$ cat config.mk
export PLATFORM = sky130hd
export DESIGN_NAME = axi_write_slave
export DESIGN_NICKNAME = d
export VERILOG_FILES = /design/src/rtl/axi_write_pkg.sv /design/src/rtl/axi_write_slave.sv
export SDC_FILE = /design/constraint.sdc
export NUM_CORES = 1
export LEC_CHECK = 0
export ABC_AREA = 1
export BUFFER_PORTS_ARGS = -buffer_cell sky130_fd_sc_hd__buf_2
export CAP_MARGIN = 20
export CORE_MARGIN = 2
export CORE_UTILIZATION = 55
export DETAILED_ROUTE_END_ITERATION = 10
export PLACE_DENSITY = 0.85
export SETUP_SLACK_MARGIN = 0.4
export SLEW_MARGIN = 10
export SYNTH_ARGS = -nofsm -noshare
export SYNTH_HDL_FRONTEND = slang
export SYNTH_SLANG_ARGS = --single-unit
$ cat constraint.sdc
create_clock -name clk -period 2 [get_ports clk]
set_input_delay 0.1 -clock clk [delete_from_list [all_inputs] [get_ports clk]]
set_output_delay 0.1 -clock clk [all_outputs]
set_load 0.05 [all_outputs]
$ cat src/rtl/axi_write_pkg.sv
// Shared types for the AXI-style write slave: FSM state encoding and response codes.
package axi_write_pkg;

    typedef enum logic [1:0] {
        ST_IDLE  = 2'b00,
        ST_WRITE = 2'b01,
        ST_RESP  = 2'b10
    } state_t;

    localparam logic [1:0] RESP_OKAY   = 2'b00;
    localparam logic [1:0] RESP_SLVERR = 2'b10;

endpackage

$ cat src/rtl/axi_write_slave.sv
// Write-only slave: captures address and data beats independently, strobes the register core once, then responds.
// Define AXI_WR_ADDR_CHECK_EN to reject unaligned or out-of-range addresses with SLVERR.
module axi_write_slave
    import axi_write_pkg::*;
#(
    parameter int data_width_g = 32,
    parameter int num_regs_g   = 4,
    localparam int IDX_W       = ($clog2(num_regs_g) > 0) ? $clog2(num_regs_g) : 1
) (
    input  logic                    clk,
    input  logic                    rst_n,
    input  logic                    waddr_valid,
    output logic                    waddr_ready,
    input  logic [data_width_g-1:0] waddr_data,
    input  logic                    wdata_valid,
    output logic                    wdata_ready,
    input  logic [data_width_g-1:0] wdata_data,
    output logic                    wresp_valid,
    input  logic                    wresp_ready,
    output logic [1:0]              wresp_data,
    output logic                    reg_wr_en,
    output logic [IDX_W-1:0]        reg_wr_idx,
    output logic [data_width_g-1:0] reg_wr_data
);

    state_t                  r_state;
    logic                    r_addr_held;
    logic                    r_data_held;
    logic [data_width_g-1:0] r_addr;
    logic [data_width_g-1:0] r_data;
    logic                    r_legal;
    logic                    r_waddr_ready;
    logic                    r_wdata_ready;
    logic                    r_wresp_valid;
    logic [1:0]              r_wresp_data;
    logic                    r_reg_wr_en;
    logic [IDX_W-1:0]        r_reg_wr_idx;
    logic [data_width_g-1:0] r_reg_wr_data;

    logic                    w_addr_hs;
    logic                    w_data_hs;
    logic                    w_addr_held_nxt;
    logic                    w_data_held_nxt;
    logic [data_width_g-1:0] w_addr_nxt;
    logic [data_width_g-1:0] w_data_nxt;
    logic [data_width_g-1:0] w_word;
    logic                    w_legal;

    // Readies are only ever high in IDLE, so a handshake implies IDLE.
    assign w_addr_hs       = waddr_valid & r_waddr_ready;
    assign w_data_hs       = wdata_valid & r_wdata_ready;
    assign w_addr_held_nxt = r_addr_held | w_addr_hs;
    assign w_data_held_nxt = r_data_held | w_data_hs;
    assign w_addr_nxt      = w_addr_hs ? waddr_data : r_addr;
    assign w_data_nxt      = w_data_hs ? wdata_data : r_data;
    assign w_word          = w_addr_nxt >> 2;

`ifdef AXI_WR_ADDR_CHECK_EN
    assign w_legal = (w_addr_nxt[1:0] == 2'b00) && (w_word < data_width_g'(num_regs_g));
`else
    logic w_unused_addr_bits;
    assign w_legal            = 1'b1;
    assign w_unused_addr_bits = ^{w_addr_nxt[1:0], w_word[data_width_g-1:IDX_W]};
`endif

    // Transaction FSM with holding registers and registered channel outputs.
    always_ff @(posedge clk or negedge rst_n) begin
        if (!rst_n) begin
            r_state       <= ST_IDLE;
            r_addr_held   <= 1'b0;
            r_data_held   <= 1'b0;
            r_addr        <= {data_width_g{1'b0}};
            r_data        <= {data_width_g{1'b0}};
            r_legal       <= 1'b0;
            r_waddr_ready <= 1'b1;
            r_wdata_ready <= 1'b1;
            r_wresp_valid <= 1'b0;
            r_wresp_data  <= RESP_OKAY;
            r_reg_wr_en   <= 1'b0;
            r_reg_wr_idx  <= {IDX_W{1'b0}};
            r_reg_wr_data <= {data_width_g{1'b0}};
        end else begin
            case (r_state)
                ST_IDLE: begin
                    r_addr_held <= w_addr_held_nxt;
                    r_data_held <= w_data_held_nxt;
                    r_addr      <= w_addr_nxt;
                    r_data      <= w_data_nxt;
                    if (w_addr_held_nxt && w_data_held_nxt) begin
                        r_state       <= ST_WRITE;
                        r_waddr_ready <= 1'b0;
                        r_wdata_ready <= 1'b0;
                        r_legal       <= w_legal;
                        r_reg_wr_en   <= w_legal;
                        r_reg_wr_idx  <= w_legal ? w_word[IDX_W-1:0] : {IDX_W{1'b0}};
                        r_reg_wr_data <= w_legal ? w_data_nxt : {data_width_g{1'b0}};
                    end else begin
                        r_waddr_ready <= ~w_addr_held_nxt;
                        r_wdata_ready <= ~w_data_held_nxt;
                    end
                end
                ST_WRITE: begin
                    r_state       <= ST_RESP;
                    r_reg_wr_en   <= 1'b0;
                    r_reg_wr_idx  <= {IDX_W{1'b0}};
                    r_reg_wr_data <= {data_width_g{1'b0}};
                    r_wresp_valid <= 1'b1;
                    r_wresp_data  <= r_legal ? RESP_OKAY : RESP_SLVERR;
                end
                ST_RESP: begin
                    // Outputs simply hold while the master stalls the response.
                    if (wresp_ready) begin
                        r_state       <= ST_IDLE;
                        r_addr_held   <= 1'b0;
                        r_data_held   <= 1'b0;
                        r_wresp_valid <= 1'b0;
                        r_wresp_data  <= RESP_OKAY;
                        r_waddr_ready <= 1'b1;
                        r_wdata_ready <= 1'b1;
                    end else begin
                        r_state <= ST_RESP;
                    end
                end
                default: begin
                    r_state       <= ST_IDLE;
                    r_addr_held   <= 1'b0;
                    r_data_held   <= 1'b0;
                    r_waddr_ready <= 1'b1;
                    r_wdata_ready <= 1'b1;
                    r_wresp_valid <= 1'b0;
                    r_wresp_data  <= RESP_OKAY;
                    r_reg_wr_en   <= 1'b0;
                    r_reg_wr_idx  <= {IDX_W{1'b0}};
                    r_reg_wr_data <= {data_width_g{1'b0}};
                end
            endcase
        end
    end

    assign waddr_ready = r_waddr_ready;
    assign wdata_ready = r_wdata_ready;
    assign wresp_valid = r_wresp_valid;
    assign wresp_data  = r_wresp_data;
    assign reg_wr_en   = r_reg_wr_en;
    assign reg_wr_idx  = r_reg_wr_idx;
    assign reg_wr_data = r_reg_wr_data;

endmodule

==> results.toml <==
[grt]
grt_pass1_wl_mm = 13.7
grt_usage_pct = 23.6
grt_pass1_vias = 3258
antenna_found_initial = 0
grt.overflow.total = 0
grt_max_degree = 59

[finish]
final_cells = 603
areaGrowthSynthToFinish_pct = 16.0
fin_area_um2 = 4170
layout-drive-gt1-share_pct = 20.3
nFillCells = 535
fin_nets = 590
post-route-util_pct = 65.7
antenna-diode-count = 0

[clocking]
clockBufferDepth = 2
cts_tree = "built"
cts.sinks = 78
clock_latency_ps = 340
cts.clk_slew.worst_paths_ps = 80
htreeDepth = 3
cts-root-buf = "clkbuf_8"
cts_setup_buffers = 0
numCtsBuffers = 9

[route]
initialDrtViolationCount = 148
wl_per_cell_um = 12.9
ant_nets = 0
finalWirelength_mm = 7.77
vias = 3139
viasPerCell = 5.21
dr.pass1.iters = 5
drcViolationCount = 0

[sta]
fin_crit_sh_pct = 72.0
slew_headroom_pct = 52.8
clock_skew_ps = 10.6
rsz0062_at_grt = "no"
fin_tns_setup_ps = 0
slew_violations = 0
max_freq_ghz = 0.694
final_hold_viol_count = 0
setup_viol = 0
min_period_ps = 1440
worstMarginPinSlew_ps = 707

[floorplan]
ios = 109
die_area_um2 = 7200
core_um2 = 6350
die_w_um = 84.9
core.rowCount = 29
dieHeight_um = 84.9
start_util_pct = 56.6

[power_and_ir_drop]
p_leak_nw = 2.41
peakVddDrop_mv = 1.31
total_power_w = 0.00802
power.density_nw_per_um2 = 1920

[placement]
place.gp.congestion = 0.744
placed_cell_area_um2 = 3970
placed_cells = 585
io_buffers = 77
dp_hpwl_mm = 5.03

[setup_path]
crit_path_frequent_cell = "nand2_1"
cpMaxStageDelayCell = "dfstp_2"
worstPathMaxFanout = 32
crit_path_max_incr_delay_ps = 550
critical_path_required_ps = 2290
worst_setup_path_start_kind = "register"
worst-setup-path-type = "reg2reg"
end_kind = "register"
crit_arrival_ps = 1730
cp_cell_sequence = "nand2_2, buf_4, nand2_1, nand2_1, nor2_1, nand3_1, nand2_1"

[hold_path]
hold_class = "in2reg"

[logic_synthesis]
seq_area_frac_synth_pct = 54.3
ys_seq_elements = 78
synthCells = 447
synth.avg_cell_area_um2 = 8.04
synth_top_area_share_pct = 52.9
yosysWarnings = 0
syn_area_um2 = 3600
synth_cell_types = 19
synth_fp_nets = 516
synth_area_leaders = "dfrtp_1, nand2_1, nor2_1, o22ai_1, nand3_1"
yosys.area.top_type = "dfrtp_1"

[run]
maxCapViolCount = 0

[status]
status = "completed"
metal layers:
layer	routed length [um]	track usage, %	share of wire [%]
met2	3780	40.2	49
met1	3410	28.5	44
met4	204	12.1	2.6
met5	0	0	0
met3	386	4.57	5.0
cells in the final DEF, fill, tap and decap left out, types with 3 or more instances in the layout:
| master | Yosys | layout |
|---|---|---|
| nand2_1 | 154 | 153 |
| buf_2 | 14 | 76 |
| dfrtp_1 | 76 | 76 |
| nor2_1 | 69 | 69 |
| inv_1 | 40 | 40 |
| nand3_1 | 34 | 34 |
| o22ai_1 | 34 | 34 |
| clkbuf_8 | 0 | 10 |
| buf_4 | 2 | 8 |
| o21ai_0 | 5 | 5 |
| clkbuf_1 | 0 | 5 |
| nand2_2 | 3 | 3 |
path summary, 6_finish.rpt:
| check | from | to | slack (ps) | cells after the start |
|---|---|---|---|---|
| setup / recovery | wdata_ready$_DFFE_PN1P_ | reg_wr_data[31]$_DFFE_PN0P_ | 560 | 7 |
| hold / removal | wdata_data[21] | r_data[21]$_DFFE_PN0P_ | 40 | 3 |
| setup reg to reg | wdata_ready$_DFFE_PN1P_ | reg_wr_data[31]$_DFFE_PN0P_ | 560 | 7 |
| hold reg to reg | r_legal$_DFFE_PN0P_ | r_legal$_DFFE_PN0P_ | 460 | 2 |
| max in group asynchronous | rst_n | wresp_data[1]$_DFFE_PN0P_ | 1000 | 3 |
| min in group asynchronous | rst_n | r_data[4]$_DFFE_PN0P_ | 350 | 2 |
worst max-delay path: cells and delay by family, from the launching register on:
| kind | cells | cell delay (ps) |
|---|---|---|
| DFF | 1 | 550 |
| and+or+nand+nor | 6 | 590 |
| buffers and inverters | 1 | 240 |
report_power, final:
part	internal, W	total [W]	switching [W]
combinational	0.00120	0.00440	0.00321
clock	0.000487	0.00102	0.000530
sequential	0.00231	0.00260	0.000290
cells by family after synthesis:
logic type | synth area share (%)
AOI/OAI and AO/OA | 7.06
buffers and inverters | 9.46
DFF | 54.3
other | 0.104
and+or+nand+nor | 29.0
what timing repair did:
action,in CTS,in global routing
endpoints found under the setup margin,0,35
gates resized for setup,0,4
hold endpoints to repair,55,0
hold buffers,2,0
cell usage after synthesis:
cell      number
nor2_2         1
buf_4          2
nor2_1        69
inv_2          1
buf_8          1
o21ai_4        1
nand3_1       34
buf_2         14
o21ai_0        5
dfrtp_1       76
nand2_1      154
o22ai_1       34
buf_6          7
nand2_2        3
dfstp_2        2
inv_1         40
clkbuf_4       1
nand2_4        1
conb_1         1
stage by stage:
| stage | setup WS [ps] | hold slack (ps) |
|---|---|---|
| after CTS | 415 | 25.3 |
| after detailed placement | 447 | 207 |
| final | 560 | 35.2 |
| after floorplan | 465 | -196 |
| after global placement | 502 | 199 |
| after global routing | 424 | 44.1 |
final cells by class:
type / count / area, um2 / area share (%)
tap: 77 / 96.3 / 2.31
multi-input combinational: 303 / 1320 / 31.7
sequential: 78 / 1950 / 46.9
clock inverter: 1 / 5.00 / 0.120
inverter: 41 / 154 / 3.69
timing repair buffer: 88 / 483 / 11.6
clock buffer: 15 / 156 / 3.75
registers in the layout, indices dropped and copies added, names as in the netlist, 2 cells and up:
register and count:
r_data 32, reg_wr_data 32, r_addr 2, r_state 2
reg_wr_idx 2
No activity file was read; power rests on OpenSTA's default activity.
